`config.mk`:
```
export PLATFORM = sky130hd
export DESIGN_NAME = pipe_hazard_ctrl
export DESIGN_NICKNAME = d
export VERILOG_FILES = /design/src/rtl/pipe_hazard_ctrl.sv
export SDC_FILE = /design/constraint.sdc
export NUM_CORES = 1
export LEC_CHECK = 0
export ABC_AREA = 1
export CORE_UTILIZATION = 50
export CTS_CLUSTER_DIAMETER = 30
export CTS_CLUSTER_SIZE = 10
export DETAILED_ROUTE_END_ITERATION = 6
export PLACE_DENSITY = 0.81
export RECOVER_POWER = 100
export SLEW_MARGIN = 10
export SYNTH_ARGS = -nofsm -noshare
export SYNTH_HDL_FRONTEND = slang
export SYNTH_SLANG_ARGS = --single-unit
export TNS_END_PERCENT = 50
```
`constraint.sdc`:
```
create_clock -name clock -period 3.8 [get_ports clock]
set_input_delay 0.95 -clock clock [delete_from_list [all_inputs] [get_ports clock]]
set_output_delay 0.95 -clock clock [all_outputs]
set_load 0.02 [all_outputs]
```
`src/rtl/pipe_hazard_ctrl.sv`:
```
// Pipeline hazard controller: load-use and HI/LO interlocks,
// taken-branch flush, and a saturating stall-cycle counter.
module pipe_hazard_ctrl #(
    parameter int REGW      = 5,
    parameter int MD_CYCLES = 32
) (
    input  logic            clock,
    input  logic            reset,
    input  logic [REGW-1:0] id_rs,
    input  logic [REGW-1:0] id_rt,
    input  logic            id_uses_rt,
    input  logic            ex_memread,
    input  logic [REGW-1:0] ex_rd,
    input  logic            ex_branch_taken,
    input  logic            id_md_start,
    input  logic            id_md_read,
    output logic            pc_write,
    output logic            ifid_hold,
    output logic            ifid_flush,
    output logic            idex_bubble,
    output logic            md_busy,
    output logic [15:0]     stall_cycles
);

    localparam logic MD_IDLE = 1'b0;
    localparam logic MD_BUSY = 1'b1;

    localparam logic [7:0] MD_LOAD = 8'(MD_CYCLES - 1);

    logic        r_state;
    logic [7:0]  r_md_cnt;
    logic [15:0] r_stall_cycles;

    logic w_rd_nz;
    logic w_load_hz;
    logic w_md_hz;
    logic w_stall;
    logic w_md_accept;

    assign w_rd_nz   = (ex_rd != '0);
    assign w_load_hz = ex_memread & w_rd_nz &
                       ((ex_rd == id_rs) |
                        (id_uses_rt & (ex_rd == id_rt)));
    assign w_md_hz   = md_busy & (id_md_read | id_md_start);
    assign w_stall   = (w_load_hz | w_md_hz) & ~ex_branch_taken;

    // A start only launches from idle and only if the ID slot advances.
    assign w_md_accept = (r_state == MD_IDLE) & id_md_start &
                         ~w_stall & ~ex_branch_taken;

    always_ff @(posedge clock) begin
        if (!reset) begin
            r_state  <= MD_IDLE;
            r_md_cnt <= 8'd0;
        end else begin
            case (r_state)
                MD_IDLE: begin
                    if (w_md_accept) begin
                        r_state  <= MD_BUSY;
                        r_md_cnt <= MD_LOAD;
                    end
                end
                MD_BUSY: begin
                    if (r_md_cnt == 8'd0) begin
                        r_state <= MD_IDLE;
                    end else begin
                        r_md_cnt <= r_md_cnt - 8'd1;
                    end
                end
                default: begin
                    r_state  <= MD_IDLE;
                    r_md_cnt <= 8'd0;
                end
            endcase
        end
    end

    always_ff @(posedge clock) begin
        if (!reset) begin
            r_stall_cycles <= 16'd0;
        end else if (w_stall && (r_stall_cycles != 16'hFFFF)) begin
            r_stall_cycles <= r_stall_cycles + 16'd1;
        end
    end

    assign md_busy      = (r_state == MD_BUSY);
    assign stall_cycles = r_stall_cycles;

    // Branch suppresses the stall term, so it wins on every output.
    assign pc_write    = ~w_stall;
    assign ifid_hold   = w_stall;
    assign ifid_flush  = ex_branch_taken;
    assign idex_bubble = w_stall | ex_branch_taken;

endmodule

```
# After elaboration in Yosys (flattened, before gate mapping)

Index checks and enable logic that the tools add are counted.

Word-level logic and storage cells: 35
Output and inout port bits: 21
Register bits: 25
Input port bits: 22

Mux-type cells: 6
Reduce and logical (&&, ||, !) cells: 4
Add/sub/neg operators: 2
Equal/unequal tests: 5
Bitwise gates (word level): 15

Operator list:

| operator              | number |
|---|---|
| $add 16x1->16 const B | 1 |
| $mux 8                | 2 |
| $ne 16x16->1 const B  | 1 |
| $pmux 8 s2            | 1 |
| $eq 5x5->1            | 2 |
| $and 1x1->1           | 8 |
| $logic_not 8->1       | 1 |
| $sub 8x1->8 const B   | 1 |
| $reduce_bool 5->1     | 1 |
| $ne 2x2->1 const B    | 2 |
| $or 1x1->1            | 4 |
| $not 1->1             | 3 |
| $mux 1                | 2 |
| $pmux 1 s2            | 1 |
| $reduce_and 2->1      | 1 |
| $logic_and 1x1->1     | 1 |

# Depth between registers and ports, before layout

Word-level depth: 11
Depth in mapped cells: 12
Mapped depth without buffers: 12

# Worst setup path after synthesis

No wires, ideal clock.

Path type: in2out
Start point: in ex_rd[0]
End point: out pc_write
Required time: 2850 ps
Path buffers: 1
Setup slack: 919 ps
Stages: 10
Arrival time: 1931 ps
Cells stage by stage: inv_1 -> nand2_1 -> nand2_1 -> nor2_1 -> nand3_1 -> nand2_1 -> nand2_2 -> a21oi_4 -> buf_4 -> inv_1

Longest elaborated chain between the ends: 7
Elaborated cells between the ends (all ways): 10
Those cells by class: 2 x eq/ne; 7 x bitwise; 1 x reduce/logical

Ends and longest elaborated chain:

| what               | line | source |
|---|---|---|
| start: declaration | 13   | `input logic [REGW-1:0] ex_rd,` |
| $eq 5x5->1         | 43   | `(id_uses_rt & (ex_rd == id_rt)));` |
| $and 1x1->1        | 43   |  |
| $or 1x1->1         | 42   | `((ex_rd == id_rs) \|` |
| $and 1x1->1 (*)    | 41   | `assign w_load_hz = ex_memread & w_rd_nz &` |
| $or 1x1->1 (*)     | 45   | `assign w_stall = (w_load_hz \| w_md_hz) & ~ex_branch_taken;` |
| $and 1x1->1 (*)    | 45   |  |
| via ifid_hold      | 18   | `output logic ifid_hold,` |
| $not 1->1 (*)      | 90   | `assign pc_write = ~w_stall;` |
| end: declaration   | 17   | `output logic pc_write,` |

The timed path passes the listed nets; every way through them passes the cells marked *.

# Worst setup path after layout

Start point: in ex_rd[1]
End point: out pc_write

Longest elaborated chain between the ends: 7
Elaborated cells between the ends (all ways): 10
Those cells by class: 2 x eq/ne; 7 x bitwise; 1 x reduce/logical

Ends and longest elaborated chain:

| what            | line |
|---|---|
| $eq 5x5->1      | 43 |
| $and 1x1->1     | 43 |
| $or 1x1->1      | 42 |
| $and 1x1->1 (*) | 41 |
| $or 1x1->1 (*)  | 45 |
| $and 1x1->1 (*) | 45 |
| $not 1->1 (*)   | 90 |

Every way passes the cells marked *; elsewhere a longest branch is shown, timed or not.

==> impl_table.tex <==
\begin{tabular}{lr}
\hline
Metric & Value \\
\hline
\multicolumn{2}{l}{\textbf{Finish}} \\
Area delta synth->final & 25.4\% \\
Post-route core utilization & just under 70\% \\
Most common cell after layout, fill and taps aside & sky130\_fd\_sc\_hd\_\_nand2\_1 \\
Proportion of layout cells with a drive suffix above 1 & a little over 9\% \\
Number of inserted diodes & 0 \\
Cell Count, Final, Fillers Out & 346 \\
Layout Nets & 327 \\
Commonest non-fill, non-tap cells in the layout & sky130\_fd\_sc\_hd\_\_nand2\_1 (69), sky130\_fd\_sc\_hd\_\_nand3\_1 (33), sky130\_fd\_sc\_hd\_\_inv\_1 (29) \\
Number of fill cells in the layout & 309 \\
\multicolumn{2}{l}{\textbf{Placed design}} \\
Global placement routability congestion & 0.901 \\
Placed Cells incl. Taps & 342 \\
Detailed placer's ending HPWL & between 2 and 3 mm \\
PortBufs & 42 \\
\multicolumn{2}{l}{\textbf{Detailed routing}} \\
Via count & 1,745 \\
Total routed wirelength & roughly 3.8 mm \\
1st-iter DRT viols & about 180 \\
DRC violations left & 0 \\
Wirelength per Cell & approximately 11 um \\
Post-detailed-route via-to-cell ratio & 5.04 \\
First-pass DRT Iterations & 4 \\
Post-route antenna net violation count & 0 \\
\multicolumn{2}{l}{\textbf{STA}} \\
Unrepaired setup endpoints after global routing & no \\
Min Tclk post-route & 3.44 ns \\
Slew at the pin with the worst max-slew slack & 0.849 ns \\
Worst max-slew margin expressed relative to the limit & approximately 43\% \\
Setup TNS Final & 0 ns \\
Final setup viols & 0 \\
Hold Slack & 0.510 ns \\
Fmax & 0.291 GHz \\
Worst clock skew & 0.0103 ns \\
Max Transition Viols Final & 0 \\
Period Utilization, post-route & 90.6\% \\
Hold Violations, Final & 0 \\
\multicolumn{2}{l}{\textbf{Worst setup path}} \\
First element of the critical path & ex\_rd[1] \\
Endpoint arrival time on the critical path & 2.49 ns \\
Launch point of the worst reg-to-reg path & stall\_cycles[0]\$\_SDFFE\_PN0P\_ \\
CP peak stage delay & 0.57 ns \\
Crit path capture type & output pin \\
Critical path class & primary input to output pin \\
Cell seen most often among critical-path stages & sky130\_fd\_sc\_hd\_\_nand2\_1 \\
Critical Path Fanout Max & 4 \\
Critical path buffer and inverter count & 4 \\
Cell-by-cell listing of the critical path & dlygate4sd3\_1, inv\_1, nand2\_1, nand2\_1, nor2\_1, nand3\_1, nand2\_1, nand2\_1, a21oi\_4, inv\_1, dlymetal6s2s\_1 \\
Cell with the biggest individual delay on the critical path & sky130\_fd\_sc\_hd\_\_dlygate4sd3\_1 \\
Critical path's top delay family & buffers and inverters \\
Endpoint required time on the critical path & 2.85 ns \\
Type of origin of the critical path & primary input \\
\multicolumn{2}{l}{\textbf{Synth}} \\
Yosys warns & 0 \\
Async set or reset register ratio after synthesis & 0\% \\
Number of nets in the synthesized netlist & 285 \\
Netlist cell types & 25 \\
Synth Cell Area & between 0.0015 and 0.002 mm\^{}2 \\
Xor/xnor share of the synthesized area & 9.67\% \\
Synthesized area divided by synthesized cell count & roughly 6.6 um\^{}2 \\
Flip-flop and latch count after synthesis & 25 \\
Seq/Total Area, Yosys & 29.1\% \\
Simple-Gate Fraction of Synth Area & 39.9\% \\
Post-synthesis instance total & about 260 \\
Number of enable-type register cells in the synthesized netlist & 0 \\
Complex-gate fraction of the synthesized area & 10.1\% \\
Predominant post-synthesis flop cell & sky130\_fd\_sc\_hd\_\_dfxtp\_1 \\
Dominant combinational cell family by area after synthesis & simple AND/OR/NAND/NOR gates \\
Share of synthesized area spent on multiplexers & 0\% \\
Adder and majority gate portion of the synthesized area & 1.45\% \\
\multicolumn{2}{l}{\textbf{Min path}} \\
Type of the tightest min-delay check & flop to flop \\
Worst hold start & r\_md\_cnt[0]\$\_SDFFE\_PN0P\_ \\
\multicolumn{2}{l}{\textbf{CTS}} \\
TritonCTS sink count & 25 \\
Number of CTS-inserted buffers & 3 \\
Maximum root-to-sink buffer count & 2 \\
Master cell of the clock root buffer & sky130\_fd\_sc\_hd\_\_clkbuf\_4 \\
Hold-fix buffers, CTS & 0 \\
Buffers inserted by post-CTS timing repair & 0 \\
H-tree levels & 1 \\
Clk pin slew, worst setup/hold paths & about 0.14 ns \\
Clk\_lat worst skew & 0.33 ns \\
CTS tree & done \\
\multicolumn{2}{l}{\textbf{Die}} \\
Num rows & 20 \\
I/O pins & 43 \\
Initial standard-cell utilization of the core & 54.6\% \\
Height of the die & 60.7 um \\
Total Die Area & between 0.003 and 0.004 mm\^{}2 \\
Horizontal extent of the die & 60.7 um \\
Core box area & 0.00315 mm\^{}2 \\
\multicolumn{2}{l}{\textbf{Power}} \\
Peak VDD IR & between 0.1 and 0.15 mV \\
Power per standard cell area & between 200 and 250 mW/mm\^{}2 \\
P\_leak & a little under 0.9 nW \\
Overall power after layout & 536 uW \\
\multicolumn{2}{l}{\textbf{Global route}} \\
Gr usage total & 23.5\% \\
Pin count of the biggest net entering global routing & 24 \\
Initial antenna violation count & 0 \\
Wire length of the first global-routing pass & between 6 and 7 mm \\
Vias in the first global route & 1,511 \\
Gr ovfl total & 0 \\
\multicolumn{2}{l}{\textbf{Flow run}} \\
Maximum Capacitance Violations & 0 \\
\multicolumn{2}{l}{\textbf{Outcome}} \\
Outcome & completed \\
\hline
\end{tabular}
[cell families after synthesis]
group / Yosys count
buffers and inverters: 40
adders and majority gates: 2
AOI/OAI and AO/OA: 25
and+or+nand+nor: 150
DFF: 25
xor gates and xnor gates: 19
[final timing paths]
| kind | end | slack (ns) | cells past startpoint |
|---|---|---|---|
| worst max-delay path | pc_write | 0.36 | 11 |
| worst min-delay path | r_md_cnt[0]$_SDFFE_PN0P_ | 0.51 | 2 |
| worst max register to register | stall_cycles[15]$_SDFFE_PN0P_ | 1.43 | 9 |
| worst min register to register | r_md_cnt[0]$_SDFFE_PN0P_ | 0.51 | 2 |
[worst register-to-register path, stage by stage, from the launching register on]
cell and delay [ns]:
sky130_fd_sc_hd__dfxtp_1 0.44, sky130_fd_sc_hd__ha_1 0.25, sky130_fd_sc_hd__nand2_1 0.08, sky130_fd_sc_hd__nor2_2 0.21, sky130_fd_sc_hd__nand2_2 0.10, sky130_fd_sc_hd__nor3_2 0.13, sky130_fd_sc_hd__nand2_2 0.23, sky130_fd_sc_hd__nand3_1 0.56
sky130_fd_sc_hd__nand2_1 0.15, sky130_fd_sc_hd__a21oi_2 0.17
[final cells by class]
class,count,area (um^2),share of cell area (%)
repair buffers,44,425,19.7
multi-input cells,196,1030,47.6
clock buffers,3,22.5,1.04
clock inverters,1,5.00,0.232
inverters,33,124,5.74
flip-flops and latches,25,500,23.2
well taps,44,55.1,2.55
[sequential cells by signal (all words and copies together), names as in the netlist]
name and count:
r_md_cnt 8, md_busy 1, stall_cycles 16
[what timing repair did]
| action | CTS | global route |
|---|---|---|
| endpoints found under the setup margin | 0 | 3 |
| gates resized for setup | 0 | 3 |
| endpoints found under the hold margin | 0 | 0 |
[where the power goes]
group / internal [mW] / switching, mW
Clock: 0.0395 / 0.0889
Sequential: 0.272 / 0.00929
Combinational: 0.0558 / 0.0705
Total: 0.367 / 0.169
[cells in the mapped netlist, types with 5 or more instances]
library cell / count / share of area (%)
sky130_fd_sc_hd__dfxtp_1: 25 / 29
sky130_fd_sc_hd__inv_1: 29 / 6.3
sky130_fd_sc_hd__nand2_1: 68 / 15
sky130_fd_sc_hd__a21oi_2: 10 / 5.1
sky130_fd_sc_hd__nand3_1: 32 / 9.3
sky130_fd_sc_hd__nor2_1: 26 / 5.7
sky130_fd_sc_hd__xor2_1: 14 / 7.1
sky130_fd_sc_hd__a21oi_1: 12 / 3.5
sky130_fd_sc_hd__xnor2_1: 5 / 2.5
sky130_fd_sc_hd__nand4_1: 7 / 2.5
[stage by stage]
stage | worst slack (ns) | area, um^2
finish | 0.358 | 2160
global route | 0.196 | 2160
CTS | 0.0371 | 2190
detailed placement | 0.0432 | 2170
global placement | 0.0449 | 2170
floorplan | 0.919 | 1720
[routing by layer]
layer	vias up	track usage [%]	part of all wire, %	wire length [um]
li1	922	-	-	-
met1	774	34.0	51	1940
met3	4	3.41	5.4	204
met2	45	36.6	42	1610
met5	-	0	0	0
met4	0	5.84	0.97	37
No activity file was read; power rests on OpenSTA's default activity.
